===== src/rtl/proc_mmio_pkg.sv =====
`default_nettype none
// ============================================================================
// Module      : proc_mmio_pkg
// Description : Register offsets, STATUS bit positions, CTRL bit positions and
//               a STATUS packing helper for the MMIO store sink.
// Revision    : 1.0 - initial release
// ============================================================================
package proc_mmio_pkg;

  // Register select values taken from dataadr[3:2]
  localparam logic [1:0] OFF_DATA   = 2'd0;
  localparam logic [1:0] OFF_STATUS = 2'd1;
  localparam logic [1:0] OFF_CTRL   = 2'd2;
  localparam logic [1:0] OFF_TOTAL  = 2'd3;

  // STATUS layout
  localparam int STAT_COUNT_LSB = 0;
  localparam int STAT_COUNT_W   = 9;
  localparam int STAT_EMPTY     = 16;
  localparam int STAT_FULL      = 17;
  localparam int STAT_OVF       = 24;

  // CTRL layout
  localparam int CTRL_FLUSH   = 0;
  localparam int CTRL_CLR_OVF = 1;

  // Assemble the STATUS word from its fields
  function automatic logic [31:0] pack_status(input logic [STAT_COUNT_W-1:0] count,
                                              input logic empty,
                                              input logic full,
                                              input logic ovf);
    logic [31:0] s;
    s = 32'd0;
    s[STAT_COUNT_LSB +: STAT_COUNT_W] = count;
    s[STAT_EMPTY] = empty;
    s[STAT_FULL]  = full;
    s[STAT_OVF]   = ovf;
    return s;
  endfunction

endpackage
`default_nettype wire


===== src/rtl/sync_fifo.sv =====
`default_nettype none
// ============================================================================
// Module      : sync_fifo
// Description : Synchronous FIFO with push/pop/flush and asynchronous reset.
//               Head word is presented combinationally and forced to 0 when
//               the FIFO is empty.
// Revision    : 1.0 - initial release
// ============================================================================
module sync_fifo #(
  parameter int WIDTH = 32,
  parameter int DEPTH = 8
) (
  input  logic                        clk,
  input  logic                        reset,
  input  logic                        push,
  input  logic                        pop,
  input  logic                        flush,
  input  logic [WIDTH-1:0]            wdata,
  output logic [WIDTH-1:0]            rdata,
  output logic [$clog2(DEPTH):0]      count,
  output logic                        full,
  output logic                        empty
);

  localparam int c_AW = $clog2(DEPTH);
  localparam int c_CW = c_AW + 1;
  localparam logic [c_CW-1:0] c_LAST  = c_CW'(DEPTH - 1);
  localparam logic [c_CW-1:0] c_DEPTH = c_CW'(DEPTH);

  logic [WIDTH-1:0] r_mem [DEPTH];
  logic [c_CW-1:0]  r_wptr;
  logic [c_CW-1:0]  r_rptr;
  logic [c_CW-1:0]  r_count;
  logic [c_CW-1:0]  w_wptr_nxt;
  logic [c_CW-1:0]  w_rptr_nxt;

  // Pointers wrap modulo DEPTH rather than at the counter width
  assign w_wptr_nxt = (r_wptr == c_LAST) ? '0 : r_wptr + 1'b1;
  assign w_rptr_nxt = (r_rptr == c_LAST) ? '0 : r_rptr + 1'b1;

  // Pointer and occupancy state; flush has priority over any pop
  always_ff @(posedge clk or posedge reset) begin
    if (reset) begin
      r_wptr  <= '0;
      r_rptr  <= '0;
      r_count <= '0;
    end else if (flush) begin
      r_wptr  <= '0;
      r_rptr  <= '0;
      r_count <= '0;
    end else begin
      if (push) r_wptr <= w_wptr_nxt;
      if (pop)  r_rptr <= w_rptr_nxt;
      case ({push, pop})
        2'b10:   r_count <= r_count + 1'b1;
        2'b01:   r_count <= r_count - 1'b1;
        default: r_count <= r_count;
      endcase
    end
  end

  // Storage array; contents need no reset since empty gates the head output
  always_ff @(posedge clk) begin
    if (push && !flush) r_mem[r_wptr[c_AW-1:0]] <= wdata;
  end

  assign full  = (r_count == c_DEPTH);
  assign empty = (r_count == '0);
  assign count = r_count;
  assign rdata = empty ? '0 : r_mem[r_rptr[c_AW-1:0]];

endmodule
`default_nettype wire


===== src/rtl/mmio_store_sink.sv =====
`default_nettype none
// ============================================================================
// Module      : mmio_store_sink
// Description : Memory-mapped store sink. Decodes a 16-byte window, queues
//               DATA-register stores into a FIFO, exposes STATUS/TOTAL reads
//               and drains queued words over a valid/ready handshake.
//               Optional macro STORE_SINK_ADDR_CAPTURE_EN stores the store
//               address alongside each word and presents it on out_addr.
// Revision    : 1.0 - initial release
// ============================================================================
module mmio_store_sink
  import proc_mmio_pkg::*;
#(
  parameter logic [31:0] BASE_ADDR = 32'hFFFF_0000,
  parameter int          DEPTH     = 8
) (
  input  logic        clk,
  input  logic        reset,
  input  logic        memwrite,
  input  logic [31:0] dataadr,
  input  logic [31:0] writedata,
  output logic [31:0] readdata,
  output logic        rd_hit,
  output logic        out_valid,
  input  logic        out_ready,
  output logic [31:0] out_data,
  output logic [31:0] out_addr
);

  localparam int c_CW = $clog2(DEPTH) + 1;
`ifdef STORE_SINK_ADDR_CAPTURE_EN
  localparam int c_ENTRY_W = 64;
`else
  localparam int c_ENTRY_W = 32;
`endif

  logic                 w_hit;
  logic [1:0]           w_sel;
  logic                 w_wr_data;
  logic                 w_wr_ctrl;
  logic                 w_flush;
  logic                 w_clr_ovf;
  logic                 w_push;
  logic                 w_pop;
  logic                 w_drop;
  logic                 w_full;
  logic                 w_empty;
  logic [c_CW-1:0]      w_count;
  logic [c_ENTRY_W-1:0] w_fifo_wdata;
  logic [c_ENTRY_W-1:0] w_head;
  logic                 r_ovf;
  logic [31:0]          r_total;
  logic                 w_unused;

  assign w_hit     = (dataadr[31:4] == BASE_ADDR[31:4]);
  assign w_sel     = dataadr[3:2];
  assign w_wr_data = memwrite && w_hit && (w_sel == OFF_DATA);
  assign w_wr_ctrl = memwrite && w_hit && (w_sel == OFF_CTRL);
  assign w_flush   = w_wr_ctrl && writedata[CTRL_FLUSH];
  assign w_clr_ovf = w_wr_ctrl && writedata[CTRL_CLR_OVF];

  // A pop in the same cycle frees a slot, so a push into a full FIFO succeeds
  assign w_pop     = out_valid && out_ready && !w_flush;
  assign w_push    = w_wr_data && (!w_full || w_pop);
  assign w_drop    = w_wr_data && w_full && !w_pop;

`ifdef STORE_SINK_ADDR_CAPTURE_EN
  assign w_fifo_wdata = {dataadr, writedata};
  assign out_addr     = w_head[63:32];
`else
  assign w_fifo_wdata = writedata;
  assign out_addr     = 32'd0;
`endif

  assign w_unused = ^{dataadr[1:0]};

  sync_fifo #(
    .WIDTH (c_ENTRY_W),
    .DEPTH (DEPTH)
  ) u_fifo (
    .clk   (clk),
    .reset (reset),
    .push  (w_push),
    .pop   (w_pop),
    .flush (w_flush),
    .wdata (w_fifo_wdata),
    .rdata (w_head),
    .count (w_count),
    .full  (w_full),
    .empty (w_empty)
  );

  assign out_valid = !w_empty;
  assign out_data  = w_head[31:0];
  assign rd_hit    = w_hit;

  // Sticky overflow flag: set by a dropped store, cleared through CTRL
  always_ff @(posedge clk or posedge reset) begin
    if (reset)          r_ovf <= 1'b0;
    else if (w_drop)    r_ovf <= 1'b1;
    else if (w_clr_ovf) r_ovf <= 1'b0;
  end

  // Running count of accepted pushes, wraps naturally at 2^32
  always_ff @(posedge clk or posedge reset) begin
    if (reset)       r_total <= 32'd0;
    else if (w_push) r_total <= r_total + 32'd1;
  end

  // Register read mux; anything outside the window reads as 0
  always_comb begin
    readdata = 32'd0;
    if (w_hit) begin
      case (w_sel)
        OFF_DATA:   readdata = out_data;
        OFF_STATUS: readdata = pack_status(STAT_COUNT_W'(w_count), w_empty, w_full, r_ovf);
        OFF_TOTAL:  readdata = r_total;
        default:    readdata = 32'd0;
      endcase
    end
  end

endmodule
`default_nettype wire


===== config.mk =====
export PLATFORM = sky130hd
export DESIGN_NAME = mmio_store_sink
export DESIGN_NICKNAME = d
export VERILOG_FILES = /design/src/rtl/proc_mmio_pkg.sv /design/src/rtl/sync_fifo.sv /design/src/rtl/mmio_store_sink.sv
export SDC_FILE = /design/constraint.sdc
export NUM_CORES = 1
export LEC_CHECK = 0
export ABC_AREA = 1
export CORE_MARGIN = 2
export CORE_UTILIZATION = 40
export DETAILED_ROUTE_END_ITERATION = 12
export HOLD_SLACK_MARGIN = 0.08
export PLACE_DENSITY_LB_ADDON = 0.12
export SYNTH_ARGS = -nofsm -noshare
export SYNTH_HDL_FRONTEND = slang
export SYNTH_SLANG_ARGS = --single-unit
export TNS_END_PERCENT = 100

===== constraint.sdc =====
create_clock -name clk -period 6.4 [get_ports clk]
set_input_delay 1.28 -clock clk [delete_from_list [all_inputs] [get_ports clk]]
set_output_delay 1.28 -clock clk [all_outputs]
set_load 0.05 [all_outputs]

==> results.json <==
{
  "fp.dieArea_um2": 36200,
  "synth_common_cells": "edfxtp_1 (256), nor2_1 (212), nand2_1 (198)",
  "grt_pass1_wl_um": 56700,
  "ys_types": 41,
  "dieWidth_um": 190,
  "nets": 1473,
  "yosys-top-cells-area": "edfxtp_1 (55%), dfrtp_1 (8.1%), nor2_1 (5.7%), nand2_1 (5.4%), o21ai_0 (4.3%)",
  "cts_resized": 0,
  "cts_tree": "built",
  "core-area_um2": 34400,
  "clk_latency_ns": 0.59,
  "htree_num_levels": 1,
  "ir_drop_uv": 411,
  "setup_violations": 0,
  "final_cells": 1879,
  "ys.warnings.count": 0,
  "antenna_left": 0,
  "yosysTopAreaCell": "edfxtp_1",
  "r2r-end": "u_fifo.r_mem[1][1]",
  "synth-edff-count": 256,
  "drive_gt1_share_pct": 7.80,
  "initial_core_util_pct": 40.4,
  "vias": 9857,
  "drv_cap": 0,
  "seq_area_frac_synth_pct": 63.5,
  "root_buffer": "clkbuf_16",
  "initialDrtViolationCount": 668,
  "drtPass1Iterations": 5,
  "drc_errors": 0,
  "fin_crit_sh_pct": 85.9,
  "hpwl_um": 23000,
  "finalHoldViolCount": 0,
  "r2r_cells": 9,
  "grt_overflow": 0,
  "rrSetupSlack_ns": 2.70,
  "min_from": "r_ovf",
  "postCtsHoldBufs": 0,
  "finalMaxSlewViolations": 0,
  "grt_use_total_pct": 20.6,
  "cts.clk_slew.worst_paths_ns": 0.06,
  "drt-total-wl_um": 37500,
  "synth_seq_cells": 301,
  "synthArstFlopShare_pct": 15.0,
  "cts_made_buffers": 31,
  "required_ns": 5.12,
  "place_inst": 1820,
  "cp-end-kind": "primary output",
  "wl_per_cell_um": 20.0,
  "grt_max_degree": 97,
  "vias_per_cell": 5.25,
  "netlist_area_um2": 13900,
  "avgSynthCellArea_um2": 10.8,
  "min_path_type": "reg -> reg",
  "fmax_mhz": 182,
  "cp.arrival_ns": 4.22,
  "syn_to_final_growth_pct": 19.1,
  "fin_crit_ns": 5.50,
  "post_cts_buffers": 0,
  "worstPathMaxFanout": 63,
  "max-slew-margin-rel_pct": 26.5,
  "path_class": "reg -> out",
  "skew_ns": 0.0162,
  "slowest_stage": "dfrtp_4",
  "rr_startpoint": "u_fifo.count[0]",
  "utilization_pct": 48.1,
  "cp_cell_sequence": "clkinv_2, buf_4, o21ai_1, o21ai_0, o211a_1, a21oi_1, nor2_1, clkdlybuf4s50_1",
  "row_count": 68,
  "synth_ff_type": "edfxtp_1",
  "max_stage_delay_ns": 0.89,
  "max-clock-path-buffers": 3,
  "rsz0062_at_grt": "false",
  "p_leak_nw": 5.92,
  "worstHoldEndpoint": "r_ovf",
  "tightest_slew_ns": 1.10,
  "grt_pass1_vias": 9563,
  "die-height_um": 190,
  "synth.most_common_cell": "edfxtp_1",
  "min_path_cells": 2,
  "fillCellCount": 3152,
  "p_per_area_nw_per_um2": 418,
  "place_congestion": 0.853,
  "start_kind": "flip-flop",
  "io_pins": 166,
  "outcome": "finished, final reports clean",
  "portBuffers": 131,
  "synthCells": 1285,
  "yosysTopAreaCellShare_pct": 55.4,
  "antenna_found_initial": 0,
  "clkSinkCount": 301,
  "fin_tns_setup_ns": 0
}
final cells by class:
cell class | instances | area (µm²) | area share [%]
Sequential cell | 301 | 8820 | 53.3
Antenna cell | 1 | 2.50 | 0.0151
Timing Repair Buffer | 154 | 1480 | 8.97
Clock buffer | 37 | 798 | 4.83
Tap cell | 455 | 569 | 3.44
Inverter | 47 | 178 | 1.07
Multi-Input combinational cell | 863 | 4450 | 26.9
Clock inverter | 21 | 235 | 1.42
report_power, final:
part	internal (W)	switching [W]
Clock	0.00109	0.000748
Combinational	0.000839	0.00196
Sequential	0.00215	0.000120
Total	0.00408	0.00283
kinds of logic (layout without fill, tap and decap cells):
family,after synthesis,in the layout,share of synthesized area [%]
compound gates,282,282,12.4
xor+xnor,30,30,1.89
fa+ha+maj,7,7,0.631
buf+inv,152,259,5.70
flops,301,301,63.5
other cells,1,33,0.0270
simple gates,512,512,15.9
sequential cells by signal, indices dropped and copies added, names as in the netlist:
signal	cells
u_fifo.r_mem	256
r_ovf	1
u_fifo.r_rptr	4
u_fifo.r_wptr	4
u_fifo.count	4
r_total	32
layer usage:
metal / global-route usage [%] / vias to the layer above / share of wire (%)
met2: 34.2 / 324 / 47
met3: 3.31 / 52 / 6.4
met1: 28.0 / 4785 / 44
met5: 0 / - / 0
li1: - / 4696 / -
met4: 6.08 / 0 / 2.8
worst max path at each step:
| stage | startpoint | end | slack (ns) |
|---|---|---|---|
| after floorplan | dataadr[11] | readdata[10] | 2.11 |
| after global placement | dataadr[21] | readdata[10] | 1.17 |
| after detailed placement | dataadr[20] | readdata[10] | 1.16 |
| after CTS | u_fifo.r_rptr[0] | readdata[3] | 0.85 |
| after global routing | u_fifo.r_rptr[0] | readdata[0] | 0.62 |
| final | u_fifo.r_rptr[0] | readdata[3] | 0.90 |
metrics by stage:
stage               total power, W  worst slack (ns)  area, µm²  hold slack [ns]
floorplan                  0.00414              2.11      14000            0.449
global placement           0.00512              1.17      15500            0.469
detailed placement         0.00512              1.16      15500            0.471
CTS                        0.00697             0.852      16500            0.487
global route               0.00722             0.616      16500            0.530
finish                     0.00691             0.901      16500            0.484
cell usage in the layout, fill, tap and decap left out, drive strengths merged, types with 6 or more instances in the layout:
cell           netlist  routed
edfxtp             256     256
nor2               214     214
nand2              207     207
o21ai              147     147
clkdlybuf4s50        0     131
nand3               48      48
inv                 46      46
dfrtp               45      45
clkbuf              37      37
a21oi               35      35
o22ai               32      32
o211a               32      32
conb                 1      32
o211ai              31      31
nor3                28      28
buf                 68      23
xor2                22      22
clkinv               1      17
xnor2                8       8
ha                   7       7
nand4                6       6
critical path: cells and delay by family, from the launching register on:
family,cells,cell delay (ns)
AO/OA/AOI/OAI,4,0.82
buffers and inverters,3,1.82
flip-flops,1,0.89
AND/OR/NAND/NOR,1,0.07
No activity file was read; power rests on OpenSTA's default activity.
